## src/rtl/vco_decimator_ctrl_pkg.sv

```systemverilog
// Shared constants and state type for the phase-sampler decimation controller.
package vco_pkg;
  localparam int PHASE_BITS = 5;
  localparam int RATIO_W    = 8;
  localparam int ACC_W      = PHASE_BITS + RATIO_W;

  typedef enum logic [1:0] {
    IDLE  = 2'd0,
    PRIME = 2'd1,
    RUN   = 2'd2
  } state_t;
endpackage

```

## src/rtl/vco_decimator_ctrl_if.sv

```systemverilog
// Decimated-word output channel.
// Handshake: a word transfers on a cycle where out_valid && out_ready; while
// out_valid is high and not accepted, out_data is held stable by the producer.
interface vco_decimator_ctrl_if;
  import vco_pkg::*;

  logic [ACC_W-1:0] out_data;
  logic             out_valid;
  logic             out_ready;

  modport master (output out_data, output out_valid, input out_ready);
  modport slave  (input out_data, input out_valid, output out_ready);
endinterface

```

## src/rtl/vco_decimator_ctrl_phase_delta.sv

```systemverilog
// Holds the previous phase sample and forms the modulo-32 phase increment.
module phase_delta
  import vco_pkg::*;
(
  input  logic                  clk,
  input  logic                  rst,
  input  logic                  load,
  input  logic [PHASE_BITS-1:0] sampled_binary,
  output logic [PHASE_BITS-1:0] delta
);

  logic [PHASE_BITS-1:0] prev;

  always_ff @(posedge clk) begin
    if (rst) begin
      prev <= '0;
    end else if (load) begin
      prev <= sampled_binary;
    end
  end

  // Width-limited subtraction gives the unsigned wrap across 31 -> 0.
  assign delta = sampled_binary - prev;

endmodule

```

## src/rtl/vco_decimator_ctrl.sv

```systemverilog
// Window accumulator and output register for the ring-oscillator phase sampler:
// one decimated phase sum per N-cycle window, delivered on a valid/ready channel.
module vco_decimator_ctrl
  import vco_pkg::*;
(
  input  logic                  clk,
  input  logic                  rst,
  input  logic                  en,
  input  logic [RATIO_W-1:0]    dec_ratio,
  input  logic [PHASE_BITS-1:0] sampled_binary,
  vco_decimator_ctrl_if.master  out,
  output logic                  overflow,
  output logic                  busy,
  output state_t                state_dbg
);

  localparam logic [RATIO_W-1:0] RATIO_ONE = RATIO_W'(1);

  state_t                state;
  logic [RATIO_W-1:0]    n_reg;
  logic [RATIO_W-1:0]    cnt;
  logic [ACC_W-1:0]      acc;
  logic [PHASE_BITS-1:0] delta;
  logic [ACC_W-1:0]      delta_ext;
  logic                  accept;
  logic                  slot_free;
  logic                  window_done;

  phase_delta u_phase_delta (
    .clk            (clk),
    .rst            (rst),
    .load           (state != IDLE),
    .sampled_binary (sampled_binary),
    .delta          (delta)
  );

  assign delta_ext   = {{RATIO_W{1'b0}}, delta};
  assign accept      = out.out_valid && out.out_ready;
  assign slot_free   = !out.out_valid || accept;
  assign window_done = (cnt == n_reg - RATIO_ONE);

  always_ff @(posedge clk) begin
    if (rst) begin
      state         <= IDLE;
      n_reg         <= '0;
      cnt           <= '0;
      acc           <= '0;
      out.out_data  <= '0;
      out.out_valid <= 1'b0;
      overflow      <= 1'b0;
    end else begin
      if (accept) begin
        out.out_valid <= 1'b0;
      end
      case (state)
        IDLE: begin
          if (en) begin
            n_reg    <= (dec_ratio == '0) ? RATIO_ONE : dec_ratio;
            overflow <= 1'b0;
            acc      <= '0;
            cnt      <= '0;
            state    <= PRIME;
          end
        end
        PRIME: begin
          state <= en ? RUN : IDLE;
        end
        RUN: begin
          // A window finishing on the same cycle en falls is still delivered.
          if (window_done) begin
            acc <= '0;
            cnt <= '0;
            if (slot_free) begin
              out.out_data  <= acc + delta_ext;
              out.out_valid <= 1'b1;
            end else begin
              overflow <= 1'b1;
            end
          end else begin
            acc <= acc + delta_ext;
            cnt <= cnt + RATIO_ONE;
          end
          if (!en) begin
            state <= IDLE;
          end
        end
        default: state <= IDLE;
      endcase
    end
  end

  assign busy      = (state != IDLE);
  assign state_dbg = state;

endmodule

```

## src/flat_wrapper.sv

```systemverilog
// flat-port wrapper written by rule: the top's interface ports become plain ports
module vco_decimator_ctrl_flat import vco_pkg::*;
  (clk, rst, en, dec_ratio, sampled_binary, overflow, busy, state_dbg, out_out_data, out_out_valid, out_out_ready);
  vco_decimator_ctrl_if out_i ();
  input  logic clk;
  input  logic rst;
  input  logic en;
  input  logic [RATIO_W-1:0] dec_ratio;
  input  logic [PHASE_BITS-1:0] sampled_binary;
  output logic overflow;
  output logic busy;
  output state_t state_dbg;
  output wire logic [$bits(out_i.out_data)-1:0] out_out_data;
  output wire logic [$bits(out_i.out_valid)-1:0] out_out_valid;
  input wire logic [$bits(out_i.out_ready)-1:0] out_out_ready;
  assign out_out_data = out_i.out_data;
  assign out_out_valid = out_i.out_valid;
  assign out_i.out_ready = out_out_ready;
  vco_decimator_ctrl u_core (.clk(clk), .rst(rst), .en(en), .dec_ratio(dec_ratio), .sampled_binary(sampled_binary), .out(out_i), .overflow(overflow), .busy(busy), .state_dbg(state_dbg));
endmodule
```

## config.mk

```make
export PLATFORM = sky130hd
export DESIGN_NAME = vco_decimator_ctrl_flat
export DESIGN_NICKNAME = d
export VERILOG_FILES = /design/src/rtl/vco_decimator_ctrl_pkg.sv /design/src/rtl/vco_decimator_ctrl_if.sv /design/src/rtl/vco_decimator_ctrl_phase_delta.sv /design/src/rtl/vco_decimator_ctrl.sv /design/src/flat_wrapper.sv
export SDC_FILE = /design/constraint.sdc
export NUM_CORES = 1
export LEC_CHECK = 0
export BUFFER_PORTS_ARGS = -buffer_cell sky130_fd_sc_hd__buf_4
export CAP_MARGIN = 20
export CORE_UTILIZATION = 50
export DETAILED_ROUTE_END_ITERATION = 8
export PLACE_DENSITY = 0.82
export RECOVER_POWER = 100
export SYNTH_ARGS = -nofsm -noshare
export SYNTH_HDL_FRONTEND = slang
export SYNTH_SLANG_ARGS = --single-unit
```

## constraint.sdc

```tcl
create_clock -name clk -period 8.4 [get_ports clk]
set_clock_uncertainty 0.2 [all_clocks]
set_input_delay 1.26 -clock clk [delete_from_list [all_inputs] [get_ports clk]]
set_output_delay 1.26 -clock clk [all_outputs]
set_load 0.05 [all_outputs]
```

# Yosys cells after proc, flatten, opt, wreduce, memory -nomap -nowiden
# Index checks and enable logic that the tools add are counted.
# W data, S select, Z words.
[word_totals]
mem_bits_ro = 0
in_bits = 17
n_memories = 0
wordCells = 50
latch_bits = 0
mem_bits_rw = 0
out_inout_bits = 18
regBits = 51
[classes]
n_shift = 0
order_cmp = 0
reduce_logical = 12
n_addsub = 4
div = 0
n_mux = 19
n_bitwise = 0
eq_ne = 7
n_mul = 0
[op_table]
columns = ["operator", "n"]
rows = [
  ["$mux W13", 2],
  ["$pmux W13 S2", 1],
  ["$mux W8", 3],
  ["$pmux W8 S2", 1],
  ["$add A13 B5 Y13", 1],
  ["$add A8 B1 Y8 const B", 1],
  ["$eq A8 B8 Y1", 1],
  ["$logic_not A8 Y1", 1],
  ["$sub A8 B1 Y8 const B", 1],
  ["$mux W1", 7],
  ["$mux W2", 3],
  ["$ne A2 B2 Y1 const B", 3],
  ["$pmux W2 S3", 1],
  ["$reduce_and A2 Y1", 3],
  ["$sub A5 B5 Y5", 1],
  ["$reduce_and A4 Y1", 1],
  ["$reduce_bool A2 Y1", 2],
  ["$reduce_and A3 Y1", 1],
  ["$eq A2 B1 Y1 const B", 1],
  ["$eq A2 B2 Y1 const B", 1],
  ["$logic_not A2 Y1", 1],
  ["$ne A2 B1 Y1 const B", 1],
  ["$pmux W1 S2", 1],
  ["$logic_and A1 B1 Y1", 1],
  ["2 further kinds", 2],
]

# Longest topological paths before layout
[logic_depth]
word_depth = 5
mapped_depth = 14
depth_no_buf = 14

# Hierarchy
# From an unflattened synthesis, not the netlist that was laid out.
[unflattened]
hier_cells = 306
area_unflattened_um2 = 2735.1
[modules_own_cells]
columns = ["mod", "cells_each", "area_per_inst_um2", "n_inst", "seq_area_each_um2"]
rows = [
  ["vco_decimator_ctrl", 271, 2403.6, 1, 920.9],
  ["phase_delta", 35, 331.6, 1, 100.1],
]

# Least setup slack after synthesis
# OpenSTA, ideal clock, no wires.
[synth_path]
path_type = "input port to flip-flop"
start = "in sampled_binary[0]"
end = "reg u_core.out.out_data[8]"
t_arrival_ns = 3.497
required_time_ns = 8.114
setup_slack_ns = 4.618
path_buffers = 0
path_stages = 11
setup_ns = 0.086
path_cell_list = "inv_1 ha_1 inv_1 fa_1 fa_1 a21o_1 a21oi_1 o21bai_1 and4_1 xnor2_1 a211oi_1"
[synth_between]
elab_chain_len = 2
[synth_rtl]
columns = ["item", "line", "text"]
rows = [
  ["start, declared", "flat_wrapper.sv:9", "input logic [PHASE_BITS-1:0] sampled_binary;"],
  ["$sub A5 B5 Y5", "vco_decimator_ctrl_phase_delta.sv:23", "assign delta = sampled_binary - prev;"],
  ["$add A13 B5 Y13", "vco_decimator_ctrl.sv:74", "out.out_data <= acc + delta_ext;"],
  ["end signal, assigned", "vco_decimator_ctrl.sv:74", ""],
  ["end, declared", "vco_decimator_ctrl_if.sv:11", "modport master (output out_data, output out_valid, input out_ready);"],
]
# No other way between the ends.
# A chain may end at the register's enable or synchronous reset.

# Final worst setup path
# Same ends and word-level chain as after synthesis.

==> flow_metrics.env <==
export IMPL_status="finished, violations left"
export IMPL_violations="capacitance limit, slew limit"
export IMPL_dieWidth_um=76.20
export IMPL_comb_power_share=0.143
export IMPL_busiest_layer="met2"
export IMPL_sw_frac_of_total=0.2523
export IMPL_start_kind="primary input"
export IMPL_required_ps=8410
export IMPL_synth_simple_area_share=0.2014
export IMPL_ios=35
export IMPL_internal_power_uw=395.4
export IMPL_p_clk_frac=0.380
export IMPL_coreArea_mm2=0.005205
export IMPL_r2r_start="u_core.n_reg[2]"
export IMPL_cts_reportedPaths_clkPinSlew_ps=90
export IMPL_reg_top3="u_core.acc (13), u_core.out.out_data (13)"
export IMPL_hold_start="u_core.u_phase_delta.prev[1]"
export IMPL_drt_pass1_iter_count=4
export IMPL_final_layout_size_suffix_gt1_frac=0.07627
export IMPL_synth_nets=357
export IMPL_grt_pass1_wl_um=10410
export IMPL_gr_total_overflow=0
export IMPL_final_max_slew_viol_count=41
export IMPL_via_per_inst=5.866
export IMPL_area_growth_pct=12.36
export IMPL_cts_sinks=51
export IMPL_synthesis_area_mm2=0.002753
export IMPL_ys_seq_area_frac=0.3709
export IMPL_ir_worst_vdd_v=0.0001254
export IMPL_cts_buffer_depth=2
export IMPL_dpl_cell_area_mm2=0.003023
export IMPL_hpwl_um=4210
export IMPL_antenna_found_initial=0
export IMPL_p_per_area_mw_per_mm2=171.0
export IMPL_ys_seq_elements=51
export IMPL_hold_path_class="reg2reg"
export IMPL_fin_crit_ps=3870
export IMPL_mostFrequentLayoutCell="dfxtp_1"
export IMPL_synth_compound_area_share=0.2059
export IMPL_met2_usage=0.3927
export IMPL_synth_mux_area_frac=0.02909
export IMPL_max_clock_freq_ghz=0.2584
export IMPL_grt_setup_unrepaired="false"
export IMPL_critical_path_class="in2reg"
export IMPL_io_buffer_count=34
export IMPL_setup_viol=0
export IMPL_r2r_cells=6
export IMPL_start_util=0.5288
export IMPL_cts_resized_gates=0
export IMPL_cts_tree="yes"
export IMPL_mostFrequentLayoutCells="dfxtp_1, nand2_1, a21oi_1, clkbuf_1, xnor2_1"
export IMPL_slew_headroom=-0.1579
export IMPL_gp_congestion=0.7917
export IMPL_clk_latency_ps=310
export IMPL_r2r_slack_ps=5060
export IMPL_synth_xor_area_share=0.08273
export IMPL_drt_iter0_markers=173
export IMPL_synth_top_family_by_area="compound AO/OA/AOI/OAI gates"
export IMPL_r2r_end="u_core.out.out_data[8]"
export IMPL_period_share=0.4607
export IMPL_stdcell_area_mm2=0.003093
export IMPL_hold_path_depth=2
export IMPL_avgSynthCellArea_um2=8.418
export IMPL_cp_max_fo=8
export IMPL_ant_nets=0
export IMPL_syn_inst=327
export IMPL_numCtsBuffers=5
export IMPL_num_vias=2487
export IMPL_worst_pin_slew_ps=1737
export IMPL_gr_usage_met1=0.2590
export IMPL_seq_power_share=0.477
export IMPL_grt_max_degree=41
export IMPL_htreeDepth=2
export IMPL_cp_arrival_ps=3880
export IMPL_routed_wl_um=6265
export IMPL_p_sw_uw=133.4
export IMPL_endpoint_kind="flip-flop"
export IMPL_clock_root_buffer="clkbuf_8"
export IMPL_ys_types=45
export IMPL_wl_per_cell_um=14.78
export IMPL_post_route_util=0.5942
export IMPL_die_area_mm2=0.005806
export IMPL_final_nets=383
export IMPL_grt_pass1_vias=2307
export IMPL_yosysWarnings=0
export IMPL_die_h_um=76.20
export IMPL_drc=0
export IMPL_finalHoldViolCount=0
export IMPL_fin_setup_tns_ps=0
export IMPL_met3_usage=0.05030
export IMPL_power_leakage_nw=1.097
export IMPL_num_antenna_cells=0
export IMPL_maxCapViolCount=1
export IMPL_min_to="u_core.u_phase_delta.prev[1]"
export IMPL_synth_fa_ha_area_frac=0.06455
export IMPL_post_cts_setup_buffer_count=0
export IMPL_grtUsageTotal=0.2202
export IMPL_placementRows=26
export IMPL_cts_hold_buf=0
export IMPL_p_total_uw=528.8
-- worst max-delay path by stage --
| stage | startpoint | endpoint | slack, ps | cells past startpoint |
|---|---|---|---|---|
| after floorplan | sampled_binary[0] | u_core.out.out_data[8] | 4620 | 11 |
| after global placement | sampled_binary[0] | u_core.out.out_data[8] | 4330 | 14 |
| after detailed placement | sampled_binary[0] | u_core.out.out_data[8] | 4250 | 14 |
| after CTS | sampled_binary[0] | u_core.out.out_data[8] | 4590 | 14 |
| after global routing | sampled_binary[0] | u_core.out.out_data[9] | 4300 | 13 |
| final | sampled_binary[0] | u_core.out.out_data[8] | 4530 | 14 |
-- cell families after synthesis --
kind of cell,after synthesis
simple gates,109
compound gates,89
flops,51
buf+inv,31
xor+xnor,26
fa+ha+maj,13
mux,8
-- worst max-delay path: stages --
cell and delay (ps):
clkbuf_4 110, inv_1 50, ha_1 140, inv_1 60
fa_1 400, a21o_1 170, a21oi_1 160, xnor2_1 100
ha_1 350, inv_1 50, o21bai_1 420, and4_1 290
xnor2_1 70, a211oi_1 230
-- synthesized netlist by cell type (all sizes together) --
cell type  instances  area [um2]
a311oi             1       8.760
nor3b              2       15.01
a21o               4       30.03
or3                2       17.52
and2               2       12.52
nand2             37       138.9
nand3             16       80.08
a211oi            10       85.08
a211o              1       8.760
o21ai             12       60.06
nor4               1       6.260
a21oi             34       173.9
o22ai              3       18.77
and4               6       52.55
buf                7       35.04
or4                2       15.01
nor2b              4       25.02
nand3b             1       7.510
o211ai             2       15.01
nor3               6       35.03
ha                11       137.6
a22oi              1       7.510
clkbuf            10       37.54
fa                 2       40.04
o221ai             1       15.01
xnor2             18       157.7
a31oi             11       68.82
nand4              2       12.51
o21bai             3       22.52
xor2               8       70.07
and3               7       43.79
nor2              17       63.81
and4b              1       10.01
a32oi              6       52.55
dfxtp             51        1021
nand2b             3       18.77
inv               14       52.55
mux2i              8       80.08
-- through the flow --
stage	cells	setup WS [ps]	hold WS (ps)
after floorplan	327	4618	231.9
after global placement	414	4332	239.8
after detailed placement	414	4255	246.2
after CTS	422	4586	258.8
after global routing	424	4299	287.7
final	424	4530	256.1
-- per-layer routing --
| metal | routed length (um) | vias to the layer above |
|---|---|---|
| met5 | 0 | - |
| met4 | 57 | 0 |
| met3 | 244 | 7 |
| met2 | 3202 | 50 |
| met1 | 2761 | 1208 |
| li1 | - | 1222 |
-- power by group through the flow --
| stage | logic, mW | clock network [mW] | registers (mW) |
|---|---|---|---|
| 5_1_grt | 0.0839 | 0.214 | 0.253 |
| 3_3_place_gp | 0.0717 | 0 | 0.258 |
| 4_1_cts | 0.0752 | 0.203 | 0.252 |
| 2_1_floorplan | 0.0539 | 0 | 0.258 |
| 6_report | 0.0754 | 0.201 | 0.252 |
| 3_5_place_dp | 0.0738 | 0 | 0.258 |
-- cell type report --
cell class | instances | area, um2
Multi-Input combinational cell | 245 | 1598
Fill cell | 467 | 2112
Timing Repair Buffer | 36 | 201.4
Clock inverter | 2 | 60.06
Inverter | 14 | 52.55
Clock buffer | 6 | 72.57
Sequential cell | 51 | 1021
Tap cell | 70 | 87.58
Power figures use the tool's default switching activity.
